==> src/rtl/ball_pkg.sv <==
// Shared definitions for the ball motion controller: FSM state encoding
// and the default coordinate width and screen dimensions.
package ball_pkg;

  typedef enum logic [1:0] {
    ST_IDLE   = 2'b00,
    ST_RUN    = 2'b01,
    ST_PAUSED = 2'b10
  } state_e;

  localparam int DEF_COORD_W  = 12;
  localparam int DEF_D_WIDTH  = 640;
  localparam int DEF_D_HEIGHT = 480;

endpackage

==> src/rtl/ball_axis_step.sv <==
// One axis of sprite motion: position, direction, latched speed and a
// registered one-cycle bounce pulse. Positions are clamped exactly to
// [LO, HI] and never wrap.
// Optional feature macro: BALL_SPEEDUP_EN (each bounce bumps the speed by 1,
// saturating at MAX_SPD).
module ball_axis_step #(
  parameter int COORD_W  = 12,
  parameter int SPD_W    = 4,
  parameter int MAX_SPD  = 8,
  parameter int LO       = 20,
  parameter int HI       = 619,
  parameter int INIT_POS = 320,
  parameter bit INIT_DIR = 1'b1
) (
  input  logic               i_clk,
  input  logic               i_rst_n,
  input  logic               i_load,
  input  logic               i_step,
  input  logic [SPD_W-1:0]   i_speed,
  output logic [COORD_W-1:0] o_pos,
  output logic               o_bounce
);

  localparam logic [COORD_W:0]   LO_W     = (COORD_W+1)'(LO);
  localparam logic [COORD_W:0]   HI_W     = (COORD_W+1)'(HI);
  localparam logic [COORD_W-1:0] LO_P     = COORD_W'(LO);
  localparam logic [COORD_W-1:0] HI_P     = COORD_W'(HI);
  localparam logic [COORD_W-1:0] INIT_P   = COORD_W'(INIT_POS);

  logic [COORD_W-1:0] pos_q, pos_d;
  logic               dir_q, dir_d;
  logic [SPD_W-1:0]   spd_q, spd_d;
  logic               bounce_q, bounce_d;

  logic [COORD_W:0]   pos_ext;
  logic [COORD_W:0]   spd_ext;
  logic [COORD_W:0]   nx;
  logic [COORD_W:0]   lo_lim;

  // Next position/direction/speed; the extra bit keeps sums from wrapping
  always_comb begin
    pos_d    = pos_q;
    dir_d    = dir_q;
    spd_d    = spd_q;
    bounce_d = 1'b0;
    pos_ext  = {1'b0, pos_q};
    spd_ext  = (COORD_W+1)'(spd_q);
    nx       = pos_ext + spd_ext;
    lo_lim   = LO_W + spd_ext;
    if (i_load) begin
      pos_d = INIT_P;
      dir_d = INIT_DIR;
      spd_d = i_speed;
    end else if (i_step && (spd_q != '0)) begin
      if (dir_q) begin
        if (nx >= HI_W) begin
          pos_d    = HI_P;
          dir_d    = 1'b0;
          bounce_d = 1'b1;
        end else begin
          pos_d = nx[COORD_W-1:0];
        end
      end else begin
        if (pos_ext <= lo_lim) begin
          pos_d    = LO_P;
          dir_d    = 1'b1;
          bounce_d = 1'b1;
        end else begin
          pos_d = pos_q - COORD_W'(spd_q);
        end
      end
`ifdef BALL_SPEEDUP_EN
      if (bounce_d && ({1'b0, spd_q} < (SPD_W+1)'(MAX_SPD))) begin
        spd_d = spd_q + 1'b1;
      end
`endif
    end
  end

  // Axis state registers
  always_ff @(posedge i_clk or negedge i_rst_n) begin
    if (!i_rst_n) begin
      pos_q    <= INIT_P;
      dir_q    <= INIT_DIR;
      spd_q    <= '0;
      bounce_q <= 1'b0;
    end else begin
      pos_q    <= pos_d;
      dir_q    <= dir_d;
      spd_q    <= spd_d;
      bounce_q <= bounce_d;
    end
  end

  assign o_pos    = pos_q;
  assign o_bounce = bounce_q;

endmodule

==> src/rtl/ball_motion_ctl.sv <==
// Bouncing sprite controller: launch/pause FSM gating two independent
// clamped axes, with sprite edge outputs for the pixel compositor.
// Optional feature macro: BALL_SPEEDUP_EN (handled inside ball_axis_step).
module ball_motion_ctl
  import ball_pkg::*;
#(
  parameter int COORD_W  = DEF_COORD_W,
  parameter int H_SIZE   = 20,
  parameter int V_SIZE   = 20,
  parameter int IX       = 320,
  parameter int IY       = 240,
  parameter bit IX_DIR   = 1'b1,
  parameter bit IY_DIR   = 1'b1,
  parameter int SPD_W    = 4,
  parameter int MAX_SPD  = 8,
  parameter int D_WIDTH  = DEF_D_WIDTH,
  parameter int D_HEIGHT = DEF_D_HEIGHT
) (
  input  logic               i_clk,
  input  logic               i_rst_n,
  input  logic               i_ani_stb,
  input  logic               i_start,
  input  logic               i_pause,
  input  logic [SPD_W-1:0]   i_speed_x,
  input  logic [SPD_W-1:0]   i_speed_y,
  output logic [COORD_W-1:0] o_x1,
  output logic [COORD_W-1:0] o_x2,
  output logic [COORD_W-1:0] o_y1,
  output logic [COORD_W-1:0] o_y2,
  output logic               o_bounce_x,
  output logic               o_bounce_y,
  output logic [1:0]         o_state
);

  state_e             state_q, state_d;
  logic               step;
  logic [COORD_W-1:0] cx, cy;

  // Launch/pause state register
  always_ff @(posedge i_clk or negedge i_rst_n) begin
    if (!i_rst_n) begin
      state_q <= ST_IDLE;
    end else begin
      state_q <= state_d;
    end
  end

  // Next state and step enable; start beats pause and strobe
  always_comb begin
    state_d = state_q;
    step    = 1'b0;
    if (i_start) begin
      state_d = ST_RUN;
    end else begin
      case (state_q)
        ST_IDLE:   state_d = ST_IDLE;
        ST_RUN: begin
          if (i_pause) begin
            state_d = ST_PAUSED;
          end else begin
            step = i_ani_stb;
          end
        end
        ST_PAUSED: begin
          if (!i_pause) state_d = ST_RUN;
        end
        default:   state_d = ST_IDLE;
      endcase
    end
  end

  ball_axis_step #(
    .COORD_W (COORD_W),
    .SPD_W   (SPD_W),
    .MAX_SPD (MAX_SPD),
    .LO      (H_SIZE),
    .HI      (D_WIDTH - 1 - H_SIZE),
    .INIT_POS(IX),
    .INIT_DIR(IX_DIR)
  ) u_axis_x (
    .i_clk   (i_clk),
    .i_rst_n (i_rst_n),
    .i_load  (i_start),
    .i_step  (step),
    .i_speed (i_speed_x),
    .o_pos   (cx),
    .o_bounce(o_bounce_x)
  );

  ball_axis_step #(
    .COORD_W (COORD_W),
    .SPD_W   (SPD_W),
    .MAX_SPD (MAX_SPD),
    .LO      (V_SIZE),
    .HI      (D_HEIGHT - 1 - V_SIZE),
    .INIT_POS(IY),
    .INIT_DIR(IY_DIR)
  ) u_axis_y (
    .i_clk   (i_clk),
    .i_rst_n (i_rst_n),
    .i_load  (i_start),
    .i_step  (step),
    .i_speed (i_speed_y),
    .o_pos   (cy),
    .o_bounce(o_bounce_y)
  );

  assign o_x1    = cx - COORD_W'(H_SIZE);
  assign o_x2    = cx + COORD_W'(H_SIZE);
  assign o_y1    = cy - COORD_W'(V_SIZE);
  assign o_y2    = cy + COORD_W'(V_SIZE);
  assign o_state = state_q;

endmodule
==> config.mk <==
export PLATFORM = sky130hd
export DESIGN_NAME = ball_motion_ctl
export DESIGN_NICKNAME = d
export VERILOG_FILES = /design/src/rtl/ball_pkg.sv /design/src/rtl/ball_axis_step.sv /design/src/rtl/ball_motion_ctl.sv
export SDC_FILE = /design/constraint.sdc
export NUM_CORES = 1
export LEC_CHECK = 0
export BUFFER_PORTS_ARGS = -buffer_cell sky130_fd_sc_hd__buf_2
export CORE_MARGIN = 2
export CORE_UTILIZATION = 32
export DETAILED_ROUTE_END_ITERATION = 7
export PLACE_DENSITY = 0.52
export SLEW_MARGIN = 25
export SYNTH_ARGS = -nofsm -noshare
export SYNTH_HDL_FRONTEND = slang
export SYNTH_SLANG_ARGS = --single-unit
==> constraint.sdc <==
create_clock -name i_clk -period 2.9 [get_ports i_clk]
set_input_delay 0.58 -clock i_clk [delete_from_list [all_inputs] [get_ports i_clk]]
set_output_delay 0.58 -clock i_clk [all_outputs]
set_load 0.01 [all_outputs]
==> metrics.md <==
| Metric | Value |
|---|---|
| Slowest stage delay, CP | 0.46 ns |
| Num CTS Buffers | 5 |
| Unrepaired setup endpoints after global routing | false |
| Leading register cell type out of synthesis | dfrtp_1 |
| Synthesized-area fraction occupied by and/or/nand/nor cells | 0.210 |
| Clock latency on the worst-skew pair | 0.28 ns |
| Share of post-route cells with drive strength above 1 | 0.268 |
| Initial Util | 0.326 |
| Library cell contributing the largest single delay on the critical path | or4_1 |
| Number of violations reported at the end of detailed-routing iteration 0 | 268 |
| Die Footprint | 0.0137 mm² |
| CTS tree | yes |
| Tightest slew margin relative to the limit | 0.440 |
| Total placed cells including tap cells | 775 |
| Initial antenna violation count | 0 |
| Tightest Pin Transition | 0.837 ns |
| Boundary pin count | 65 |
| Clock Path Buffers | 2 |
| First-pass GRT wire length | 20,400 µm |
| Worst-case setup slack after placement | -0.0115 ns |
| Total power divided by cell area | 310 mW/mm² |
| Core Util, Final | 0.406 |
| Fin Setup TNS | 0 ns |
| Endpoint class of the critical path | flop |
| Cell breakdown of the critical path | ha_4, or3b_4, a31oi_4, o21ai_2, o31a_1, o22ai_2, nand2_2, or4_1, a32o_1 |
| Count of cell types in the netlist | 71 |
| Detailed Route WL | 12,800 µm |
| Post-synth EDFFs | 0 |
| Remaining Overflow, GRT | 0 |
| Cells after Synth | 527 |
| Maximum number of pins on one net before global-route repair | 39 |
| Pleak | 0.00234 µW |
| Outcome | completed |
| Row count | 41 |
| Highest net fanout along the worst path | 4 |
| Total routing usage reported by global routing | 0.189 |
| Largest voltage drop on the vdd net | 236 µV |
| Routed via count | 4,148 |
| Total DRC errors in the routed layout | 0 |
| Drt pass-1 iters | 5 |
| Final clock period utilization by the worst path | 0.966 |
| Maximum level of the CTS H-tree | 2 |
| Footprint of the multi-input gates | 0.00287 mm² |
| Routed WL per cell | 16.3 µm |
| Nets | 658 |
| Storage cell area | 962 µm² |
| Largest area contributor in the netlist | dfrtp_1 |
| Width of the die | 117 µm |
| Fraction of the mapped netlist area in compound gates | 0.253 |
| Dominant combinational cell family by area after synthesis | compound AO/OA/AOI/OAI gates |
| Path type of the worst min-delay path | input port to asynchronous set/reset pin |
| Post-Synthesis Net Count | 574 |
| Fill cell total of the finished layout | 1,302 |
| Die extent in y | 117 µm |
| Post-synthesis mux area share | 0.00550 |
| Area contributors post-synth | dfrtp_1, ha_1, xnor2_1 |
| Ranking of synthesized cells by instance count | nand2_1, o21ai_0, inv_1, xnor2_1, a21oi_1 |
| Top cell type's share of synthesized area | 0.183 |
| R2r worst-path depth | 9 |
| Count of inserted antenna diode cells | 0 |
| Input/output buffers | 64 |
| Startpoint-to-endpoint class of the critical path | flop to flop |
| Cell Count, Final, Fillers Out | 784 |
| Vias/cell | 5.29 |
| Number of warnings reported in the yosys synthesis log | 0 |
| Share of flip-flops with an asynchronous set or reset after synthesis | 1.00 |
| Max Cap Violations | 0 |
| Post-synthesis cell area | 0.00409 mm² |
| Number of hold violations in the final report | 0 |
| Type of origin of the critical path | flop |
| Fin. max-slew vios | 0 |
| Mean post-synth cell area | 7.77 µm² |
| Via count of the first global-routing pass | 3,856 |
| Area share of xor/xnor cells in the synthesized design | 0.0984 |
| Maximum operating frequency | 0.357 GHz |
| Placeable core region | 0.0126 mm² |
| Adder-Cell Fraction of Synth Area | 0.111 |
| Hold-fix buffers, CTS | 0 |
| Routed Antenna Nets | 0 |
| Final critical-path setup slack | 0.0989 ns |
| Clock root buffer master | clkbuf_16 |
| Sink Count | 38 |
| Sequential area share after synthesis | 0.235 |
| Count of state elements after synthesis | 38 |
| Fin Clk Skew | 0.00392 ns |
| Final weighted congestion in routability-driven placement | 0.954 |
| Arrival @ worst endpoint | 2.97 ns |
| Half-perimeter wire length after detailed placement | 9710 µm |
| Clock transition at the registers of the reported paths | 0.06 ns |
| Final number of setup-violating endpoints | 0 |
| Number of setup buffers added after CTS | 0 |
| Required time worst endpoint | 3.07 ns |
| Signed area change from the synthesized netlist to the final layout | 24.5% |
| Final critical-path required period | 2.80 ns |
[metrics by stage]
| step | hold WS (ns) | power, µW | cell area, µm² |
|---|---|---|---|
| detailed placement | 0.556 | 1010 | 4830 |
| global placement | 0.561 | 1000 | 4830 |
| global route | 0.316 | 1670 | 5100 |
| finish | 0.288 | 1580 | 5100 |
| floorplan | 0.284 | 856 | 4090 |
| CTS | 0.482 | 1590 | 5000 |
[where the power goes]
| group | internal [µW] | leakage (µW) | switching [µW] | total [µW] |
|---|---|---|---|---|
| sequential | 552 | 0.000481 | 26.4 | 579 |
| clock | 341 | 0.0000739 | 219 | 560 |
| combinational | 190 | 0.00179 | 250 | 440 |
[sequential cells by signal, indices dropped and copies added, names as in the netlist]
name               flops
o_state                2
u_axis_x.dir_q         1
u_axis_x.o_bounce      1
u_axis_x.o_pos        12
u_axis_x.spd_q         4
u_axis_y.dir_q         1
u_axis_y.o_bounce      1
u_axis_y.o_pos        12
u_axis_y.spd_q         4
[critical path: cells and delay by family (launching register included)]
| family | cells | cell delay [ns] |
|---|---|---|
| adder cells (fa/ha/maj) | 1 | 0.26 |
| flip-flops | 1 | 0.45 |
| AND/OR/NAND/NOR | 3 | 0.96 |
| AO/OA/AOI/OAI | 5 | 1.02 |
[cells in the final DEF (no fill, tap or decap), types with 4 or more instances in the layout]
cell,Yosys,final
nor2_1,25,24
xnor2_1,35,35
inv_1,40,38
dfrtp_1,30,29
nand4_1,5,5
or3_1,5,4
o211ai_1,7,7
a21oi_1,34,34
xor2_1,11,11
and2_1,4,4
a31oi_1,6,6
a21o_1,7,7
nand3_1,15,14
nand2b_1,11,11
nand2_1,49,49
clkbuf_16,0,5
and3_1,4,4
ha_1,30,26
nor4_1,5,5
nor3_1,14,14
o31ai_1,5,5
nor2b_1,8,7
or4_1,4,4
dfstp_2,8,8
o311ai_0,4,4
o21ai_0,49,47
o221ai_1,4,4
buf_2,5,64
buf_4,10,53
[layer usage]
layer	vias up	wire length (µm)	GRT usage	part of all wire
met3	8	563	0.0237	0.044
li1	2033	-	-	-
met1	1991	6580	0.284	0.51
met5	-	0	0	0
met4	0	108	0.0376	0.0085
met2	116	5530	0.294	0.43
[timing repair]
| item | in CTS | in global routing |
|---|---|---|
| resized for setup | 3 | 18 |
| setup endpoints to repair | 2 | 20 |
| pin swaps | 0 | 3 |
[final timing paths]
| check | slack (ns) | startpoint | end |
|---|---|---|---|
| worst max-delay path | 0.1 | u_axis_x.o_pos[1] | u_axis_x.o_pos[5] |
| worst min-delay path | 0.29 | i_rst_n | u_axis_x.o_pos[1] |
| worst max register to register | 0.1 | u_axis_x.o_pos[1] | u_axis_x.o_pos[5] |
| worst min register to register | 0.58 | u_axis_x.spd_q[1] | u_axis_x.spd_q[1] |
| max in group asynchronous | 2.03 | i_rst_n | u_axis_x.o_pos[6] |
| min in group i_clk | 0.51 | i_speed_x[3] | u_axis_x.spd_q[3] |
[logic make-up after synthesis]
kind of cell | after synthesis
AND/OR/NAND/NOR | 166
flip-flops | 38
XOR/XNOR | 46
multiplexers | 2
AO/OA/AOI/OAI | 158
buffers and inverters | 83
adder cells (fa/ha/maj) | 34
[area by class of cell]
class / count / area share
Multi-Input combinational cell: 406 / 0.563
Clock buffer: 7 / 0.0280
Sequential cell: 38 / 0.189
Inverter: 42 / 0.0309
Tap cell: 172 / 0.0422
Clock inverter: 1 / 0.000982
Timing Repair Buffer: 118 / 0.146
Power figures use the tool's default switching activity.
